File: src/rtl/pipe_pkg.sv
// Shared types and constants for the elastic stage-boundary pipeline register.
package pipe_pkg;

  typedef enum logic [1:0] {
    ST_EMPTY = 2'd0,
    ST_ONE   = 2'd1,
    ST_TWO   = 2'd2
  } state_e;

  // Bit positions inside the control field {RWSel[1:0], MemtoReg, RegWrite}
  localparam int CTRL_REGWRITE = 0;
  localparam int CTRL_MEMTOREG = 1;
  localparam int CTRL_RWSEL_LO = 2;

  localparam int DEF_DATA_W  = 32;
  localparam int DEF_NFIELDS = 6;
  localparam int DEF_RD_W    = 5;
  localparam int DEF_CTRL_W  = 4;
  localparam int DEF_CNT_W   = 16;

endpackage

File: src/rtl/pipe_payload_reg.sv
// Reset-to-zero payload register with load enable; holds one {ctrl, rd, data} entry.
module pipe_payload_reg #(
  parameter int W = 8
) (
  input  logic         clk,
  input  logic         reset,
  input  logic         ld,
  input  logic [W-1:0] d,
  output logic [W-1:0] q
);

  logic [W-1:0] pay_q;
  logic [W-1:0] pay_d;

  always_comb begin
    pay_d = pay_q;
    if (ld) pay_d = d;
  end

  always_ff @(posedge clk or posedge reset) begin
    if (reset) pay_q <= '0;
    else       pay_q <= pay_d;
  end

  assign q = pay_q;

endmodule

File: src/rtl/mem_wb_pipe_reg.sv
// Two-entry elastic pipeline register (main + skid) with flush, bubble-safe
// control outputs and a saturating back-pressure cycle counter.
module mem_wb_pipe_reg
  import pipe_pkg::*;
#(
  parameter int DATA_W  = DEF_DATA_W,
  parameter int NFIELDS = DEF_NFIELDS,
  parameter int RD_W    = DEF_RD_W,
  parameter int CTRL_W  = DEF_CTRL_W,
  parameter int CNT_W   = DEF_CNT_W
) (
  input  logic                      clk,
  input  logic                      reset,
  input  logic                      flush,
  input  logic                      in_valid,
  output logic                      in_ready,
  input  logic [CTRL_W-1:0]         in_ctrl,
  input  logic [RD_W-1:0]           in_rd,
  input  logic [NFIELDS*DATA_W-1:0] in_data,
  output logic                      out_valid,
  input  logic                      out_ready,
  output logic [CTRL_W-1:0]         out_ctrl,
  output logic [RD_W-1:0]           out_rd,
  output logic [NFIELDS*DATA_W-1:0] out_data,
  output logic [1:0]                occupancy,
  output logic [CNT_W-1:0]          stall_cnt,
  input  logic                      cnt_clr
);

  localparam int DW    = NFIELDS * DATA_W;
  localparam int PAY_W = CTRL_W + RD_W + DW;

  function automatic logic [CNT_W-1:0] sat_inc(input logic [CNT_W-1:0] v);
    logic [CNT_W-1:0] one;
    one = '0;
    one[0] = 1'b1;
    return (v == '1) ? v : v + one;
  endfunction

  state_e             state_q, state_d;
  logic [CNT_W-1:0]   stall_cnt_q, stall_cnt_d;
  logic               accept, pop;
  logic               main_ld, skid_ld;
  logic [PAY_W-1:0]   in_pay, main_d, main_q, skid_q;

  assign in_pay    = {in_ctrl, in_rd, in_data};
  assign in_ready  = (state_q != ST_TWO);
  assign out_valid = (state_q != ST_EMPTY);
  // Flush swallows a same-cycle accept even though in_ready may read 1
  assign accept    = in_valid && in_ready && !flush;
  assign pop       = out_valid && out_ready;

  always_comb begin
    state_d = state_q;
    main_ld = 1'b0;
    skid_ld = 1'b0;
    main_d  = in_pay;
    if (flush) begin
      state_d = ST_EMPTY;
    end else begin
      case (state_q)
        ST_EMPTY: begin
          if (accept) begin
            main_ld = 1'b1;
            state_d = ST_ONE;
          end
        end
        ST_ONE: begin
          if (accept && pop) begin
            main_ld = 1'b1;
          end else if (accept) begin
            skid_ld = 1'b1;
            state_d = ST_TWO;
          end else if (pop) begin
            state_d = ST_EMPTY;
          end
        end
        ST_TWO: begin
          if (pop) begin
            main_d  = skid_q;
            main_ld = 1'b1;
            state_d = ST_ONE;
          end
        end
        default: state_d = ST_EMPTY;
      endcase
    end
  end

  always_comb begin
    stall_cnt_d = stall_cnt_q;
    if (cnt_clr)
      stall_cnt_d = '0;
    else if (out_valid && !out_ready && !flush)
      stall_cnt_d = sat_inc(stall_cnt_q);
  end

  always_ff @(posedge clk or posedge reset) begin
    if (reset) begin
      state_q     <= ST_EMPTY;
      stall_cnt_q <= '0;
    end else begin
      state_q     <= state_d;
      stall_cnt_q <= stall_cnt_d;
    end
  end

  pipe_payload_reg #(.W(PAY_W)) u_main (
    .clk   (clk),
    .reset (reset),
    .ld    (main_ld),
    .d     (main_d),
    .q     (main_q)
  );

  pipe_payload_reg #(.W(PAY_W)) u_skid (
    .clk   (clk),
    .reset (reset),
    .ld    (skid_ld),
    .d     (in_pay),
    .q     (skid_q)
  );

  // Control is masked on bubbles so RegWrite can never fire on an invalid slot
  assign out_ctrl  = out_valid ? main_q[PAY_W-1 -: CTRL_W] : '0;
  assign out_rd    = main_q[DW +: RD_W];
  assign out_data  = main_q[DW-1:0];
  assign occupancy = state_q;
  assign stall_cnt = stall_cnt_q;

endmodule

File: config.mk
export PLATFORM = sky130hd
export DESIGN_NAME = mem_wb_pipe_reg
export DESIGN_NICKNAME = d
export VERILOG_FILES = /design/src/rtl/pipe_pkg.sv /design/src/rtl/pipe_payload_reg.sv /design/src/rtl/mem_wb_pipe_reg.sv
export SDC_FILE = /design/constraint.sdc
export NUM_CORES = 1
export LEC_CHECK = 0
export ABC_AREA = 1
export BUFFER_PORTS_ARGS = -buffer_cell sky130_fd_sc_hd__buf_2
export CAP_MARGIN = 20
export CORE_MARGIN = 2
export CORE_UTILIZATION = 30
export CTS_CLUSTER_SIZE = 40
export DETAILED_ROUTE_END_ITERATION = 10
export PLACE_DENSITY = 0.56
export SETUP_SLACK_MARGIN = 0.4
export SYNTH_ARGS = -nofsm -noshare
export SYNTH_HDL_FRONTEND = slang
export SYNTH_SLANG_ARGS = --single-unit
File: constraint.sdc
create_clock -name clk -period 12.7 [get_ports clk]
set_input_delay 1.27 -clock clk [delete_from_list [all_inputs] [get_ports clk]]
set_output_delay 1.27 -clock clk [all_outputs]
set_load 0.005 [all_outputs]
# After elaboration in Yosys (flattened, before gate mapping)
# Index checks and enable logic that the tools add are counted.
dict set report totals {
  reg_bits 420
  in_bits 207
}
dict set report classes {
  n_addsub 1
  eq_ne 9
  n_mux 22
  n_reduce_logical 13
}
# cell count
set op_table {}
lappend op_table {{2-to-1 mux 201 bit} 3}
lappend op_table {{2-to-1 mux 16 bit} 3}
lappend op_table {{adder 16 x 1 -> 16 bit, second input constant} 1}
lappend op_table {{== test 16 bit, second input constant} 1}
lappend op_table {{2-to-1 mux 2 bit} 6}
lappend op_table {{inequality test 3 bit, second input constant} 3}
lappend op_table {{2-to-1 mux 1 bit} 7}
lappend op_table {{logical AND 1 bit} 6}
lappend op_table {{one-hot mux 2 bit (3 select lines)} 1}
lappend op_table {{2-to-1 mux 4 bit} 1}
lappend op_table {{inequality test 2 bit, second input constant} 2}
lappend op_table {{inequality test 4 bit, second input constant} 1}
lappend op_table {{AND reduction 4 bit} 1}
lappend op_table {{nonzero test 2 bit} 2}
lappend op_table {{one-hot mux 1 bit (3 select lines)} 1}
lappend op_table {{== test 2 x 1 -> 1 bit, second input constant} 1}
lappend op_table {{== test 2 bit, second input constant} 1}
lappend op_table {{logical NOT 1 bit} 2}
lappend op_table {{logical NOT 2 bit} 1}
lappend op_table {{AND reduction 2 bit} 1}

# Depth between registers and ports, before layout
# Gate-level depths: netlist (run 1).
dict set report logic_depth {
  word_depth 7
  depth_mapped 10
  mapped_depth_nobuf 9
}

# Hierarchy
# From an unflattened synthesis (run 1), not the netlist that was laid out.
dict set report unflattened {
  hier_cells 2115
  area_unflattened_um2 19628.8
}
# module instances cells_per_inst area_per_inst_um2 seq_area_each_um2
set by_module_without_submodules {}
lappend by_module_without_submodules {pipe_payload_reg 2 850 7518.5 5029.8}
lappend by_module_without_submodules {mem_wb_pipe_reg 1 415 4591.9 450.4}

# Worst setup path after synthesis (run 1)
# OpenSTA, ideal clock, no wires.
dict set report synth_timing {
  path_type {input to register}
  start {in in_valid}
  end {reg u_main.pay_q[24] (netlist: u_main.q[24])}
  setup_ns 0.135
  t_arrival_ns 2.161
  required_time_ns 12.565
  slack_ns 10.404
  path_stages 8
  path_buffers 3
  cell_sequence {nand2_1 -> a21oi_1 -> o21ai_2 -> buf_2 -> buf_6 -> buf_2 -> nand2_1 -> o21ai_0}
}
dict set report synth_via {
  elab_chain_cells 6
  elab_cells_between_ends 7
  cone_classes {4 x mux; 3 x reduce/logical}
}
# item line
set synth_lines {}
lappend synth_lines {{start, declared} mem_wb_pipe_reg.sv:15} ;# input logic in_valid,
lappend synth_lines {{logical AND 1 bit * (2 in series)} mem_wb_pipe_reg.sv:50} ;# assign accept = in_valid && in_ready && !flush;
lappend synth_lines {{logical AND 1 bit} mem_wb_pipe_reg.sv:69} ;# if (accept && pop) begin
lappend synth_lines {{2-to-1 mux 1 bit} mem_wb_pipe_reg.sv:69}
lappend synth_lines {{one-hot mux 1 bit (3 select lines) *} mem_wb_pipe_reg.sv:61} ;# case (state_q)
lappend synth_lines {{2-to-1 mux 1 bit *} mem_wb_pipe_reg.sv:58} ;# if (flush) begin
lappend synth_lines {{end signal, assigned} pipe_payload_reg.sv:22} ;# else pay_q <= pay_d;
lappend synth_lines {{end, declared} pipe_payload_reg.sv:12} ;# logic [W-1:0] pay_q;
# Every way passes the cells marked *; elsewhere a longest branch is shown, timed or not.
# A chain may end at the register's enable or synchronous reset.

# Worst setup path in the final report (run 1)
dict set report layout_timing {
  start {in out_ready}
  end {reg u_skid.pay_q[43] (netlist: u_skid.q[43])}
}
dict set report layout_via {
  elab_chain_cells 5
}
# item line
set layout_lines {}
lappend layout_lines {{start, declared} mem_wb_pipe_reg.sv:21} ;# input logic out_ready,
lappend layout_lines {{logical AND 1 bit} mem_wb_pipe_reg.sv:51} ;# assign pop = out_valid && out_ready;
lappend layout_lines {{logical AND 1 bit} mem_wb_pipe_reg.sv:69}
lappend layout_lines {{2-to-1 mux 1 bit} mem_wb_pipe_reg.sv:69}
lappend layout_lines {{2-to-1 mux 1 bit} mem_wb_pipe_reg.sv:61}
lappend layout_lines {{2-to-1 mux 1 bit} mem_wb_pipe_reg.sv:58}
lappend layout_lines {{end signal, assigned} pipe_payload_reg.sv:22}
lappend layout_lines {{end, declared} pipe_payload_reg.sv:12}
# No other way between the ends.

==> summary.md, run 1 <==
| Metric | Value |
|---|---|
| Peak supply drop | 0.08013 mV |
| Class of the worst hold path | reg -> reg |
| CTS Hold Buffers Added | 0 |
| CTS tree | built |
| Vias in the first global route | 13,940 |
| Final nets | between 2,000 and 3,000 |
| Final Cycle Share | 0.2640 |
| Post-Syn Instances | ~2,500 |
| Total number of vias | 14,930 |
| Sequential cell area fraction in the yosys report | 0.5230 |
| Post-CTS Setup Repair Bufs | 0 |
| PwrDens | 165.6 nW/um^2 |
| Synth cell types | 23 |
| WL final | a little under 50,000 um |
| Worst rel slew slack | 0.3278 |
| Worst stage delay on the critical path | 0.81 ns |
| Syn Nets | ~2,700 |
| Critical Path RT | approximately 13 ns |
| CTS Sinks | between 400 and 500 |
| Final slew viol count | 0 |
| Antenna Nets Post-Route | 0 |
| Clock root buffer master | clkbuf_16 |
| Area growth syn-to-layout | 14.64% |
| CP Data Arrival Time | between 3 and 4 ns |
| Total power | 3.814 mW |
| Die ar. | about 69,000 um^2 |
| Routed WL per cell | approximately 14 um |
| Slowest stage cell, crit path | buf_4 |
| PortBufs | approximately 430 |
| Post-CTS sizing | 0 |
| Unrepaired setup endpoints after global routing | no |
| Clk_lat worst skew | 0.57 ns |
| Crit Path Max Fanout | 94 |
| FF+latch count, synth | 420 |
| First-pass GRT wire length | between 70,000 and 80,000 um |
| Ys Warns | 0 |
| Clock slew at reported path FFs | ~0.060 ns |
| Most frequent CP cell | buf_4 |
| Most common cell after layout, fill and taps aside | nand2_1 |
| Num rows | between 90 and 100 |
| Starting DRT DRC Count | between 1,000 and 1,500 |
| Static Leak | approximately 13 nW |
| # IOs | 428 |
| Avg Inst Size Synth | approximately 8 um^2 |
| DRC Markers | 0 |
| Horiz. Die Dim | 262.8 um |
| Max clock buf depth | 3 |
| Initial antenna violation count | 11 |
| Most frequent cells in the layout | nand2_1 (462), buf_2 (427), dfrtp_1 (420) |
| Initial core utilization | 0.3046 |
| Setup TNS Final | 0 ns |
| Setup Viol. Count Final | 0 |
| CP Class | in -> reg |
| Tot GR Track Use | 0.1400 |
| CP cell instances | buf_2 > inv_1 > nand3_4 > buf_4 > buf_4 > a21oi_1 |
| WP buf/inv | 4 |
| Top Family by Delay on Critical Path | buffers and inverters |
| # H-tree levels | 2 |
| Final Hold Vio Count | 0 |
| Num CTS Buffers | 48 |
| Core area | about 66,000 um^2 |
| Die Ht | 262.8 um |
| Final Critical Period | between 3 and 4 ns |
| Drt first pass iters | 5 |
| Mapped cell area | about 20,000 um^2 |
| Clock skew | 0.01382 ns |
| Nature of the critical path endpoint | flop |
| F_max | around 300 MHz |
| Post-DP HPWL | approximately 33,000 um |
| Worst-margin pin slew | 1.008 ns |
| Fill cell count | approximately 7,000 |
| Max cap viols | 0 |
| Total gr overflow | 0 |
| Final Wtd Congestion | 0.8199 |
| Crit start category | input pin |
| Largest net degree at the start of global routing | 204 |
| Status | finished, final reports clean |
| Share of cells above drive strength 1 | 0.1941 |
| Routed vias/inst | about 4.2 |
-- synth_stat cells (all sizes together) --
library cell  instances  area share
nand4                15      0.0047
buf                 280       0.095
o211ai                1     0.00037
dfrtp               420        0.52
o21ai               402        0.10
nand3                 9      0.0022
clkbuf               52      0.0097
nor2                235       0.044
ha                    1     0.00062
o21bai                4      0.0015
inv                 416       0.078
nand2               462       0.086
or2                   2     0.00062
a21oi               207       0.052
nor3                  1     0.00025
xor2                  4      0.0017
-- stage by stage --
step | instances | instance area (um^2) | setup slack (ns) | hold WS, ns | utilization
after global routing | 3574 | 23030 | 9.091 | 0.4984 | 0.3491
after detailed placement | 3484 | 21390 | 8.747 | 0.4679 | 0.3242
after global placement | 3484 | 21390 | 8.825 | 0.4617 | 0.3242
after floorplan | 2511 | 20100 | 5.764 | 0.4542 | -
final | 3575 | 23040 | 9.348 | 0.4759 | 0.3491
after CTS | 3569 | 23020 | 9.408 | 0.4829 | 0.3489
-- final timing paths --
kind | endpoint | start | cells after the start | slack [ns]
max in group asynchronous | u_main.q[119] | reset | 5 | 9.60
worst max register to register | u_skid.q[43] | occupancy[1] | 7 | 9.64
worst min register to register | u_main.q[106] | u_main.q[106] | 2 | 0.48
worst min-delay path | u_main.q[106] | u_main.q[106] | 2 | 0.48
min in group asynchronous | u_main.q[40] | reset | 3 | 0.94
worst max-delay path | u_skid.q[43] | out_ready | 6 | 9.35
-- sequential cells by signal, summed over array words and instances, names as in the netlist --
register / cells
u_skid.q: 201
occupancy: 2
u_main.q: 201
stall_cnt: 16
-- report_power, final --
group,internal [mW],switching (mW),leakage (nW)
clock,0.879,0.568,0.808
combinational,0.255,0.359,7.32
sequential,1.64,0.117,4.85
total,2.77,1.04,13.0
-- area by class of cell --
cell class	instances	area [um^2]	area share
Antenna cell	6	15.01	0.0006517
Clock buffer	67	1384	0.06007
Clock inverter	18	250.2	0.01086
Inverter	416	1565	0.06794
Multi-Input combinational cell	1343	5939	0.2578
Sequential cell	420	10510	0.4562
Tap cell	864	1081	0.04693
Timing Repair Buffer	441	2292	0.09950
-- layer usage --
metal | vias to the layer above | track usage | share of wire
li1 | 7864 | - | -
met1 | 6699 | 0.1789 | 0.44
met2 | 267 | 0.2327 | 0.48
met3 | 89 | 0.03148 | 0.047
met4 | 10 | 0.05004 | 0.032
met5 | - | 0 | 0.0015
-- cell families after synthesis --
family	count (synthesis)	share of synthesized area
buffers and inverters	748	0.1824
AND/OR/NAND/NOR	724	0.1385
AO/OA/AOI/OAI	614	0.1537
flip-flops	420	0.5230
XOR/XNOR	4	0.001743
adder cells (fa/ha/maj)	1	0.0006225
-- tightest hold or removal path, delay by kind of cell, from the launching register on --
family / cells / cell delay, ns
flip-flops: 1 / 0.34
AND/OR/NAND/NOR: 1 / 0.05
AO/OA/AOI/OAI: 1 / 0.05
No activity file was read; power rests on OpenSTA's default activity.
==> run 2: changes to the inputs <==
PLACE_DENSITY = 0.54   (was 0.56)
clock period = 3.2 ns   (was 12.7 ns; I/O delays follow)
==> summary.md, run 2 (synthesis gave the netlist of run 1 again) <==
| Metric | Value |
|---|---|
| Clock skew | 0.01354 ns |
| Area post-placement | between 20,000 and 25,000 um^2 |
| Routed length on met2 | between 20,000 and 30,000 um |
| Num CTS Buffers | 50 |
| Initial antenna violation count | 7 |
| Critical Path RT | between 3 and 4 ns |
| Final Hold Vio Count | 0 |
| Tot GR Track Use | 0.1480 |
| Num rows | between 90 and 100 |
| Share of cells above drive strength 1 | 0.1873 |
| Worst-margin pin slew | around 0.99 ns |
| Largest net degree at the start of global routing | between 200 and 250 |
| Setup Viol. Count Final | 0 |
| DRC Markers | 0 |
| # IOs | roughly 430 |
| CP cell instances | nor2_1 > nor3_1 > inv_1 > nor2_2 > nor2_4 > nand2_1 > nand2_1 |
| F_max | approximately 440 MHz |
| Met3 wire length | 2211 um |
| Worst rel slew slack | 0.3379 |
| Core area | around 66,000 um^2 |
| Most frequent CP cell | nand2_1 |
| Final slew viol count | 0 |
| Max cap viols | 0 |
| Vias in the first global route | ~15,000 |
| Routed WL per cell | roughly 14 um |
| Final Wtd Congestion | between 0.8 and 0.9 |
| Finished Layout Cells | 3,789 |
| Unrepaired setup endpoints after global routing | no |
| Final Critical Period | around 2.3 ns |
| Dpl cells | around 3,500 |
| Clock root buffer master | clkbuf_16 |
| Horiz. Die Dim | 262.8 um |
| Worst stage delay on the critical path | 0.55 ns |
| WP buf/inv | 1 |
| Final core utilization | 0.3835 |
| Total gr overflow | 0 |
| # H-tree levels | 2 |
| Peak supply drop | 0.4070 mV |
| Clock slew at reported path FFs | about 0.06 ns |
| Clk_lat worst skew | approximately 0.57 ns |
| Routed vias/inst | ~4.2 |
| First-pass GRT wire length | roughly 83,000 um |
| PortBufs | ~430 |
| Crit start category | flop |
| Design area | approximately 25,000 um^2 |
| Max clock buf depth | 3 |
| Final Cycle Share | 0.7172 |
| Fill cell count | ~6,700 |
| Class of the worst hold path | in -> reg |
| Most common cell after layout, fill and taps aside | nand2_1 |
| Total power | around 15 mW |
| Status | finished, final reports clean |
| Static Leak | ~14 nW |
| Highest routed layer | met5 |
| Drt first pass iters | 7 |
| CP Class | reg -> reg |
| Post-DP HPWL | 34,930 um |
| WL final | ~52,000 um |
| Top Family by Delay on Critical Path | simple AND/OR/NAND/NOR gates |
| Antenna Nets Post-Route | 0 |
| Initial core utilization | 0.3046 |
| Crit Path Max Fanout | 14 |
| Die Ht | between 200 and 300 um |
| Total number of vias | 15,880 |
| Nature of the critical path endpoint | flop |
| CTS tree | built |
| Final nets | 3,095 |
| Slowest stage cell, crit path | nor2_2 |
| CP Data Arrival Time | 2.75 ns |
| Area growth syn-to-layout | 25.91% |
| Worst hold slack | about 0.049 ns |
| CTS Sinks | between 400 and 500 |
| Die ar. | ~69,000 um^2 |
| Most frequent cells in the layout | nand2_1 (462), buf_2 (427), dfrtp_1 (420) |
| Routed length on met1 | ~23,000 um |
| PwrDens | ~600 nW/um^2 |
| Starting DRT DRC Count | around 830 |
run 2: cell types whose count changed in the layout (fill, tap and decap cells not counted), sizes merged:
cell         before  now
dlygate4sd3       0  195
buf             441  461
clkbuf           67   69
diode             6    4
bufinv            6    5
clkinv           10    9
inv             416  417
run 2: worst paths after layout:
| path | cells after the start | from | to | slack, ns |
|---|---|---|---|---|
| setup / recovery | 7 | occupancy[0] | stall_cnt[14] | 0.90 |
| hold / removal | 3 | in_data[178] | u_skid.q[178] | 0.05 |
| setup reg to reg | 7 | occupancy[0] | stall_cnt[14] | 0.90 |
| hold reg to reg | 2 | u_main.q[193] | u_main.q[193] | 0.48 |
| max in group asynchronous | 4 | reset | u_main.q[157] | 1.88 |
| min in group asynchronous | 3 | reset | u_main.q[37] | 0.35 |
run 2: worst min-delay path, delay by kind of cell:
kind / cells / cell delay, ns
buf+inv: 1 / 0.11
simple gates: 1 / 0.10
compound gates: 1 / 0.05
run 2: cell type report:
type | count | area, um^2 | area share
antenna | 4 | 10.01 | 0.0003956
clock buffer | 69 | 1444 | 0.05707
clock inverter | 17 | 220.2 | 0.008703
inverter | 416 | 1565 | 0.06186
multi-input combinational | 1343 | 5939 | 0.2347
sequential | 420 | 10510 | 0.4154
tap | 864 | 1081 | 0.04273
timing repair buffer | 656 | 4532 | 0.1791
run 2: per-stage QoR:
step           setup WS [ns]  TNS (ns)
6_report              0.9049         0
5_1_grt               0.6258         0
4_1_cts               0.8786         0
3_5_place_dp          0.9048         0
3_3_place_gp          0.9537         0
2_1_floorplan         -2.786  -1169.91
run 2: per-layer routing:
metal	up-vias	GRT usage
li1	8285	-
met1	7191	0.1852
met2	302	0.2521
met3	99	0.02717
met4	6	0.05946
met5	-	0
run 2: where the power goes:
part	internal (mW)	switching, mW
clock	3.53	2.29
combinational	1.20	1.49
sequential	6.49	0.459
total	11.2	4.24
run 2: timing repair:
action / 4_1_cts / 5_1_grt
gates resized for setup: 0 / 0
buffers inserted: 0 / 0
hold endpoints to repair: 204 / 0
hold buffers: 195 / 0
